===== src/rtl/score_input_conditioner.sv =====
// Score line conditioner: synchronises and debounces the raw Arduino score line,
// turns each confirmed rise into an event and queues events for a req/ack drain.
module score_input_conditioner #(
   parameter int SYNC_STAGES     = 2,
   parameter int DEBOUNCE_CYCLES = 500000,
   parameter int PEND_WIDTH      = 4
) (
   input  logic                  clock,
   input  logic                  reset,
   input  logic                  score_in,
   input  logic                  game_active,
   input  logic                  score_ack,
   output logic                  score_req,
   output logic [PEND_WIDTH-1:0] pending,
   output logic                  overflow,
   output logic [15:0]           event_count
);

   localparam int CNT_W = $clog2(DEBOUNCE_CYCLES);
   localparam logic [CNT_W-1:0]      CNT_MAX  = CNT_W'(DEBOUNCE_CYCLES - 1);
   localparam logic [PEND_WIDTH-1:0] PEND_MAX = '1;

   typedef enum logic [1:0] {
      IDLE_LOW,
      CONFIRM_HIGH,
      IDLE_HIGH,
      CONFIRM_LOW
   } state_t;

   logic [SYNC_STAGES-1:0] sync_q, sync_d;
   state_t                 state_q, state_d;
   logic [CNT_W-1:0]       cnt_q, cnt_d;
   logic [PEND_WIDTH-1:0]  pending_q, pending_d;
   logic                   overflow_q, overflow_d;
   logic [15:0]            event_count_q, event_count_d;

   logic synced;
   logic rise_evt;
   logic accept;
   logic ack_eff;

   assign sync_d = {sync_q[SYNC_STAGES-2:0], score_in};
   assign synced = sync_q[SYNC_STAGES-1];

   // Debounce: a new level must be seen on DEBOUNCE_CYCLES consecutive samples
   always_comb begin
      state_d  = state_q;
      cnt_d    = cnt_q;
      rise_evt = 1'b0;
      case (state_q)
         IDLE_LOW: begin
            if (synced) begin
               state_d = CONFIRM_HIGH;
               cnt_d   = CNT_W'(1);
            end
         end
         CONFIRM_HIGH: begin
            if (!synced) begin
               state_d = IDLE_LOW;
               cnt_d   = '0;
            end else if (cnt_q == CNT_MAX) begin
               state_d  = IDLE_HIGH;
               cnt_d    = '0;
               rise_evt = 1'b1;
            end else begin
               cnt_d = cnt_q + CNT_W'(1);
            end
         end
         IDLE_HIGH: begin
            if (!synced) begin
               state_d = CONFIRM_LOW;
               cnt_d   = CNT_W'(1);
            end
         end
         CONFIRM_LOW: begin
            if (synced) begin
               state_d = IDLE_HIGH;
               cnt_d   = '0;
            end else if (cnt_q == CNT_MAX) begin
               state_d = IDLE_LOW;
               cnt_d   = '0;
            end else begin
               cnt_d = cnt_q + CNT_W'(1);
            end
         end
         default: begin
            state_d = IDLE_LOW;
            cnt_d   = '0;
         end
      endcase
   end

   // An ack only counts when something is queued; an event and an ack cancel out
   always_comb begin
      accept        = rise_evt & game_active;
      ack_eff       = score_ack & (pending_q != '0);
      pending_d     = pending_q;
      overflow_d    = overflow_q;
      event_count_d = event_count_q + {15'd0, accept};
      if (!game_active) begin
         pending_d = '0;
      end else if (accept && !ack_eff) begin
         if (pending_q == PEND_MAX) begin
            overflow_d = 1'b1;
         end else begin
            pending_d = pending_q + PEND_WIDTH'(1);
         end
      end else if (!accept && ack_eff) begin
         pending_d = pending_q - PEND_WIDTH'(1);
      end
   end

   always_ff @(posedge clock or negedge reset) begin
      if (!reset) begin
         sync_q        <= '0;
         state_q       <= IDLE_LOW;
         cnt_q         <= '0;
         pending_q     <= '0;
         overflow_q    <= 1'b0;
         event_count_q <= '0;
      end else begin
         sync_q        <= sync_d;
         state_q       <= state_d;
         cnt_q         <= cnt_d;
         pending_q     <= pending_d;
         overflow_q    <= overflow_d;
         event_count_q <= event_count_d;
      end
   end

   assign score_req   = (pending_q != '0);
   assign pending     = pending_q;
   assign overflow    = overflow_q;
   assign event_count = event_count_q;

endmodule


===== config.mk =====
export PLATFORM = sky130hd
export DESIGN_NAME = score_input_conditioner
export DESIGN_NICKNAME = d
export VERILOG_FILES = /design/src/rtl/score_input_conditioner.sv
export SDC_FILE = /design/constraint.sdc
export NUM_CORES = 1
export LEC_CHECK = 0
export BUFFER_PORTS_ARGS = -buffer_cell sky130_fd_sc_hd__buf_4
export CAP_MARGIN = 20
export CORE_UTILIZATION = 30
export DETAILED_ROUTE_END_ITERATION = 12
export PLACE_DENSITY_LB_ADDON = 0.15
export SKIP_CTS_REPAIR_TIMING = 1
export SLEW_MARGIN = 20
export SYNTH_ARGS = -nofsm -noshare
export SYNTH_HDL_FRONTEND = slang
export SYNTH_SLANG_ARGS = --single-unit

===== constraint.sdc =====
create_clock -name clock -period 7.3 [get_ports clock]
set_clock_uncertainty 0.1 [all_clocks]
set_input_delay 1.46 -clock clock [delete_from_list [all_inputs] [get_ports clock]]
set_output_delay 1.46 -clock clock [all_outputs]
set_load 0.05 [all_outputs]

# Yosys cells after proc, flatten, opt, wreduce, memory -nomap -nowiden
# Cells that the tools add are included.
[word_totals]
register_bits = 44
inputBits = 5
out_inout_bits = 22
[classes]
n_addsub = 4
n_eq_ne = 11
n_mux = 20
n_bitwise = 2
reduce_logical = 10
[op_table]
columns = ["cell", "n"]
rows = [
  ["19-bit 2-to-1 mux", 5],
  ["19-bit case mux with 4 select lines", 1],
  ["19-bit by 1-bit adder with 19-bit output, second input constant", 1],
  ["19-bit == test, second input constant", 1],
  ["16-bit by 1-bit adder with 16-bit output", 1],
  ["4-bit 2-to-1 mux", 4],
  ["2-bit 2-to-1 mux", 6],
  ["3-bit != test, second input constant", 3],
  ["2-bit case mux with 4 select lines", 1],
  ["4-bit by 1-bit adder with 4-bit output, second input constant", 1],
  ["2-bit == test, second input constant", 2],
  ["4-bit == test, second input constant", 1],
  ["2-bit != test, second input constant", 2],
  ["2-bit AND reduction", 2],
  ["4-bit AND reduction", 1],
  ["4-bit nonzero test", 1],
  ["4-bit by 1-bit subtractor with 4-bit output, second input constant", 1],
  ["1-bit 2-to-1 mux", 3],
  ["3-bit by 1-bit != test with 1-bit output, second input constant", 1],
  ["3-bit AND reduction", 1],
  ["1-bit bitwise AND", 2],
  ["2-bit by 1-bit == test with 1-bit output, second input constant", 1],
  ["1-bit logical AND", 2],
  ["1-bit zero test", 2],
  ["2-bit zero test", 1],
]

# Longest topological paths before layout
# Gate-level depths: netlist of run 1.
[depth]
ltp_word = 10
depth_mapped = 13
mapped_depth_nobuf = 12

# Worst setup path after synthesis of run 1
# OpenSTA, ideal clock, no wires.
[synth_timing]
kind = "input-to-reg"
startpoint = "in game_active"
endpoint = "reg pending_q[3] (netlist: pending[3])"
arrival_time_ps = 3548
path_slack_ps = 3560
path_stages = 11
path_buffers = 1
path_cell_list = "clkbuf_1 and4b_1 nand3_1 nor2_1 nand2_1 ha_1 a21o_1 a21oi_1 or4_4 and3b_1 o31ai_2"
[synth_between]
elab_chain_cells = 5
word_cells_on_any_way = 9
[synth_rtl]
columns = ["item", "line_no", "rtl"]
rows = [
  ["from (decl)", "11", "input logic game_active,"],
  ["1-bit bitwise AND", "95", "accept = rise_evt & game_active;"],
  ["1-bit zero test", "108", "end else if (!accept && ack_eff) begin"],
  ["1-bit logical AND", "108", ""],
  ["3-bit by 1-bit != test with 1-bit output (no source line)", "-", ""],
  ["2-bit AND reduction (no source line)", "-", ""],
  ["to (signal assigned)", "125", "pending_q <= pending_d;"],
  ["to (decl)", "33", "logic [PEND_WIDTH-1:0] pending_q, pending_d;"],
]
# Several ways; a longest one is shown, not always the timed one.
# A chain may end at the register's enable or synchronous reset.

# Final worst setup path of run 1
# Same ends and word-level chain as after synthesis.

==> results of run 1 <==
==> flip-flops by register name, indices dropped and copies added, names as in the netlist, named ones only <==
register     flops
overflow         1
pending          4
event_count     16
cnt_q           19
sync_q           2
state_q          1
==> through the flow <==
step	utilization, %	instances
floorplan	-	246
global placement	34.67	365
detailed placement	34.67	365
CTS	36.17	373
global route	36.36	374
finish	36.36	374
==> synthesized netlist by cell type, drive strengths merged (2+ instances only) <==
cell    number  area share [%]
nand3       27             5.7
xor2         6             2.2
mux2i        3             1.3
nand2       21             3.3
o22ai        3            0.79
a31oi        3            0.79
clkbuf       9             1.4
nor3         8             1.7
nand2b       3            0.79
ha           5             2.6
a21o         5             1.6
nor2         7             1.1
xnor2       11             4.1
and4         6             2.2
a211oi       2            0.63
or3          4             1.1
o21ai        8             1.7
inv         10             1.6
dfrtp       44              46
and2         2            0.53
and3         6             1.6
nor4b        2            0.74
o21a         2            0.63
a21oi       19             4.0
nand4        8             2.1
or4          3             1.3
==> power by group <==
group	total (mW)	internal [mW]	switching [mW]	leakage (nW)
Clock	0.195	0.103	0.0919	0.0548
Sequential	0.256	0.249	0.00739	0.604
Combinational	0.0267	0.00971	0.0170	0.601
==> layout make-up <==
| class | instances | area, um2 | share of cell area, % |
|---|---|---|---|
| Sequential cell | 44 | 1101 | 39.39 |
| Multi-Input combinational cell | 183 | 1211 | 43.33 |
| Timing Repair Buffer | 27 | 202.7 | 7.252 |
| Clock buffer | 5 | 68.82 | 2.462 |
| Tap cell | 102 | 127.6 | 4.566 |
| Inverter | 10 | 37.54 | 1.343 |
| Clock inverter | 3 | 46.29 | 1.656 |
==> worst max-delay path by stage <==
stage                  to  cells after the start
2_1_floorplan  pending[3]                     11
3_3_place_gp   pending[3]                     11
3_5_place_dp   pending[3]                     11
4_1_cts        pending[3]                     11
5_1_grt        pending[3]                     11
6_report       pending[3]                     11
==> worst reg2reg max path: cells and delay by family (launching register included) <==
kind	cells	cell delay (ns)
AO/OA/AOI/OAI	3	0.38
adder cells (fa/ha/maj)	1	0.33
AND/OR/NAND/NOR	6	2.00
flip-flops	1	0.45
==> cell families after synthesis <==
family,count (synthesis)
XOR/XNOR,18
multiplexers,4
AND/OR/NAND/NOR,105
adder cells (fa/ha/maj),6
buffers and inverters,19
AO/OA/AOI/OAI,50
flip-flops,44
==> metal layers <==
metal	vias up	GRT usage [%]
li1	946	-
met1	900	18.46
met2	27	21.72
met3	8	2.345
met4	0	4.365
met5	-	0
==> impl_metrics.py, run 1 <==
metrics = {
    "critical_path": {
        "critical_path_required_ns": 7.42,
        "crit_family": "simple AND/OR/NAND/NOR gates",
        "reg2reg_depth": 10,
        "r2r_start": "cnt_q[10]",
        "r2r-end": "pending[3]",
        "endpoint_kind": "flip-flop",
        "crit_path_start": "game_active",
        "critPathKind": "input pin to flip-flop",
        "crit_arrival_ns": 3.58,
        "start_kind": "input pin",
        "slowest_delay_ns": 0.42,
        "r2r_slack_ns": 3.96,
        "crit_buf_inv": 1,
        "path_cells": "buf_4, and4b_1, nand3_1, nor2_1, nand2_1, ha_1, a21o_1, a21oi_1, or4_4, and3b_1, o31ai_2",
        "crit_slowest_cell": "or4_4",
        "critPathMaxFanout": 10,
    },
    "cts": {
        "clk_latency_ns": 0.30,
        "root_buffer": "clkbuf_8",
        "numCtsBuffers": 5,
        "clock_sinks": 44,
        "clock_path_buffers": 2,
        "clk_pin_slew_worst_paths_ns": 0.09,
        "cts_tree": "yes",
        "h-tree-depth": 2,
    },
    "route": {
        "wirelength_met1_um": 2571,
        "highest_layer": "met4",
        "wl_per_cell_um": 13.91,
        "wl_met2_um": 2429,
        "first_iter_violations": 102,
        "vias": 1881,
        "wl_met3_um": 129,
        "ant_nets": 0,
        "vias_per_cell": 5.029,
        "wl_um": 5202,
        "drt_first_pass_iters": 4,
        "drcViolationCount": 0,
    },
    "yosys": {
        "synth_xor_area_share_pct": 7.214,
        "synthDistinctLibCells": 47,
        "seq_area_frac_synth_pct": 46.34,
        "syn-num-nets": 257,
        "synth_simple_gate_area_share_pct": 25.01,
        "synthAdderAreaFrac_pct": 3.476,
        "synth_flop_cell": "dfrtp_1",
        "synth.cell_area_um2": 2376,
        "syn_avg_cell_area_um2": 9.659,
        "synthMuxAreaShare_pct": 1.738,
        "synthCells": 246,
        "synth_top_family_by_area": "simple AND/OR/NAND/NOR gates",
        "ys_ff_latch": 44,
        "synth_compound_area_share_pct": 13.22,
        "ys_warn_count": 0,
        "synth-edff-count": 0,
        "synthArstFlopShare_pct": 100.0,
    },
    "global_routing": {
        "grt_pass1_vias": 1851,
        "track_usage_pct": 13.51,
        "grt_pass1_wl_um": 9156,
        "grt_remaining_overflow": 0,
        "antenna_found_initial": 0,
        "grt_max_degree": 45,
    },
    "sta": {
        "maxSlewViolCount": 0,
        "layout_setup_ws_ns": 3.832,
        "slew_headroom_pct": 48.82,
        "layout_min_cycle_time_ns": 3.468,
        "fmax_mhz": 288.3,
        "tightestPinTransition_ns": 0.7678,
        "setup_violations": 0,
        "rsz0062_at_grt": "no",
        "hold_slack_ns": 0.2564,
        "fin_crit_sh_pct": 47.51,
        "tns_ns": 0,
        "hold_violations": 0,
    },
    "placed_design": {
        "postPlaceCellArea_um2": 2665,
        "pre_cts_slack_ns": 3.484,
        "place_congestion": 0.7614,
        "dp_hpwl_um": 3626,
        "portBuffers": 26,
    },
    "layout": {
        "final_common_cell": "dfrtp_1",
        "diodes": 0,
        "num-nets-final": 282,
        "fin_area_um2": 2795,
        "fill_cells": 810,
        "area_delta_synth_final_pct": 17.64,
        "final_cell_mix": "44 x dfrtp_1, 27 x nand3_1, 27 x buf_4",
        "layout-drive-gt1-share_pct": 15.44,
    },
    "hold_path": {
        "hold-path-endpoint": "sync_q[1]",
        "min_path_cells": 0,
        "hp-class": "flip-flop to flip-flop",
        "min_from": "sync_q[0]",
    },
    "die": {
        "die_w_um": 91.00,
        "fp.coreArea_um2": 7687,
        "rows": 32,
        "start_util_pct": 30.91,
        "die_h_um": 91.00,
        "die_area_um2": 8280,
        "pin_count": 27,
    },
    "power_and_ir_drop": {
        "p_leak_nw": 1.260,
        "ir_worst_vdd_uv": 74.87,
        "power_density_nw_per_um2": 171.0,
        "finalPower_mw": 0.4780,
    },
    "run": {
        "maxCapViolations": 0,
    },
    "status": {
        "outcome": "completed",
    },
}
Note: power is estimated with default switching activity, not from simulation.
==> run 2: changes to the inputs <==
==> constraint.sdc (replaced) <==
create_clock -name clock -period 3.2 [get_ports clock]
set_clock_uncertainty 0.1 [all_clocks]
set_input_delay 0.64 -clock clock [delete_from_list [all_inputs] [get_ports clock]]
set_output_delay 0.64 -clock clock [all_outputs]
set_load 0.05 [all_outputs]
==> impl_metrics.py, run 2 (same netlist as run 1, synthesis figures left out) <==
metrics = {
    "die": {
        "rows": 32,
        "start_util_pct": 30.91,
        "die_area_um2": 8280,
        "die_w_um": 91.00,
        "fp.coreArea_um2": 7687,
        "pin_count": 27,
        "die_h_um": 91.00,
    },
    "critical_path": {
        "crit_path_start": "cnt_q[11]",
        "r2r_start": "cnt_q[11]",
        "critical_path_required_ns": 3.32,
        "critPathKind": "flip-flop to flip-flop",
        "path_cells": "or4b_4, or4_4, nor2_4, nand2_2, ha_4, a21o_1, a21oi_1, or4_4, and3b_1, o31ai_2",
        "critPathMaxFanout": 3,
        "crit_slowest_cell": "or4b_4",
        "start_kind": "flip-flop",
        "crit_top_cell": "or4_4",
        "crit_arrival_ns": 3.25,
        "endpoint_kind": "flip-flop",
        "slowest_delay_ns": 0.56,
    },
    "global_routing": {
        "grt_max_degree": 45,
        "track_usage_pct": 13.50,
        "grt_pass1_vias": 1777,
        "antenna_found_initial": 0,
        "grt_pass1_wl_um": 8894,
        "grt_remaining_overflow": 0,
    },
    "cts": {
        "clk_pin_slew_worst_paths_ns": 0.09,
        "clock_path_buffers": 2,
        "clock_sinks": 44,
        "clk_latency_ns": 0.30,
        "numCtsBuffers": 5,
        "root_buffer": "clkbuf_8",
        "cts_tree": "yes",
        "h-tree-depth": 2,
    },
    "layout": {
        "final_common_cell": "dfrtp_1",
        "fill_cells": 800,
        "fin_util_pct": 37.32,
        "final_cell_mix": "44 x dfrtp_1, 37 x buf_4, 27 x nand3_1",
        "regArea_um2": 1101,
        "finalNonFillerCells": 384,
        "regMostFlops": "cnt_q",
        "area_delta_synth_final_pct": 20.75,
        "layout-drive-gt1-share_pct": 19.50,
        "multi_input_area_um2": 1227,
        "largest_reg_flops": 19,
        "num-nets-final": 292,
        "diodes": 0,
    },
    "placed_design": {
        "dp_hpwl_um": 3783,
        "portBuffers": 26,
        "place_congestion": 0.7657,
        "placedCellCount": 372,
    },
    "route": {
        "drt_first_pass_iters": 4,
        "wl_per_cell_um": 14.36,
        "vias": 1944,
        "first_iter_violations": 127,
        "vias_per_cell": 5.063,
        "drcViolationCount": 0,
        "ant_nets": 0,
        "wl_um": 5514,
    },
    "power_and_ir_drop": {
        "finalPower_mw": 1.028,
        "ir_worst_vdd_uv": 139.0,
        "power_density_nw_per_um2": 358.3,
        "p_leak_nw": 1.295,
    },
    "sta": {
        "hold_slack_ns": 0.2253,
        "maxSlewViolCount": 0,
        "hold_violations": 0,
        "fmax_mhz": 319.4,
        "fin_crit_sh_pct": 97.85,
        "tightestPinTransition_ns": 0.8602,
        "rsz0062_at_grt": "yes",
        "setup_violations": 0,
        "slew_headroom_pct": 42.21,
        "layout_min_cycle_time_ns": 3.131,
        "tns_ns": 0,
    },
    "status": {
        "outcome": "completed",
    },
    "hold_path": {
        "hp-class": "input pin to async pin",
    },
    "run": {
        "maxCapViolations": 0,
    },
}
## run 2: final cells by class
cell class / count / area share, %
multi-input combinational: 183 / 42.78
sequential: 44 / 38.38
timing repair buffer: 37 / 9.682
tap: 102 / 4.448
clock buffer: 6 / 2.878
inverter: 10 / 1.308
clock inverter: 2 / 0.5233
## run 2: critical path, delay by kind of cell (launching register included)
| family | cells | cell delay, ns |
|---|---|---|
| AND/OR/NAND/NOR | 6 | 1.87 |
| flip-flops | 1 | 0.41 |
| AO/OA/AOI/OAI | 3 | 0.35 |
| adder cells (fa/ha/maj) | 1 | 0.31 |
## run 2: per-stage QoR
step | area, um2 | setup WS (ns)
2_1_floorplan | 2376 | 0.06436
6_report | 2869 | 0.06871
3_5_place_dp | 2718 | 0.03442
3_3_place_gp | 2718 | 0.09255
5_1_grt | 2869 | -0.03593
4_1_cts | 2815 | 0.007178
## run 2: final timing paths
check                             endpoint  slack, ns  depth (start not counted)
worst min register to register   sync_q[1]       0.25                          0
max in group asynchronous         cnt_q[3]       2.37                          1
worst min-delay path             cnt_q[13]       0.23                          1
worst max register to register  pending[3]       0.07                         10
worst max-delay path            pending[3]       0.07                         10
min in group clock               sync_q[1]       0.25                          0
## run 2: power by group
group          switching, mW  internal (mW)
Clock                  0.207          0.175
Combinational         0.0387         0.0221
Sequential            0.0178          0.568
Total                  0.263          0.765
## run 2: per-layer routing
| metal | vias up | wire (um) | GRT usage, % |
|---|---|---|---|
| met5 | - | 0 | 0 |
| met4 | 0 | 45 | 3.968 |
| met3 | 2 | 176 | 2.429 |
| met2 | 33 | 2551 | 21.02 |
| met1 | 941 | 2741 | 19.14 |
| li1 | 968 | - | - |
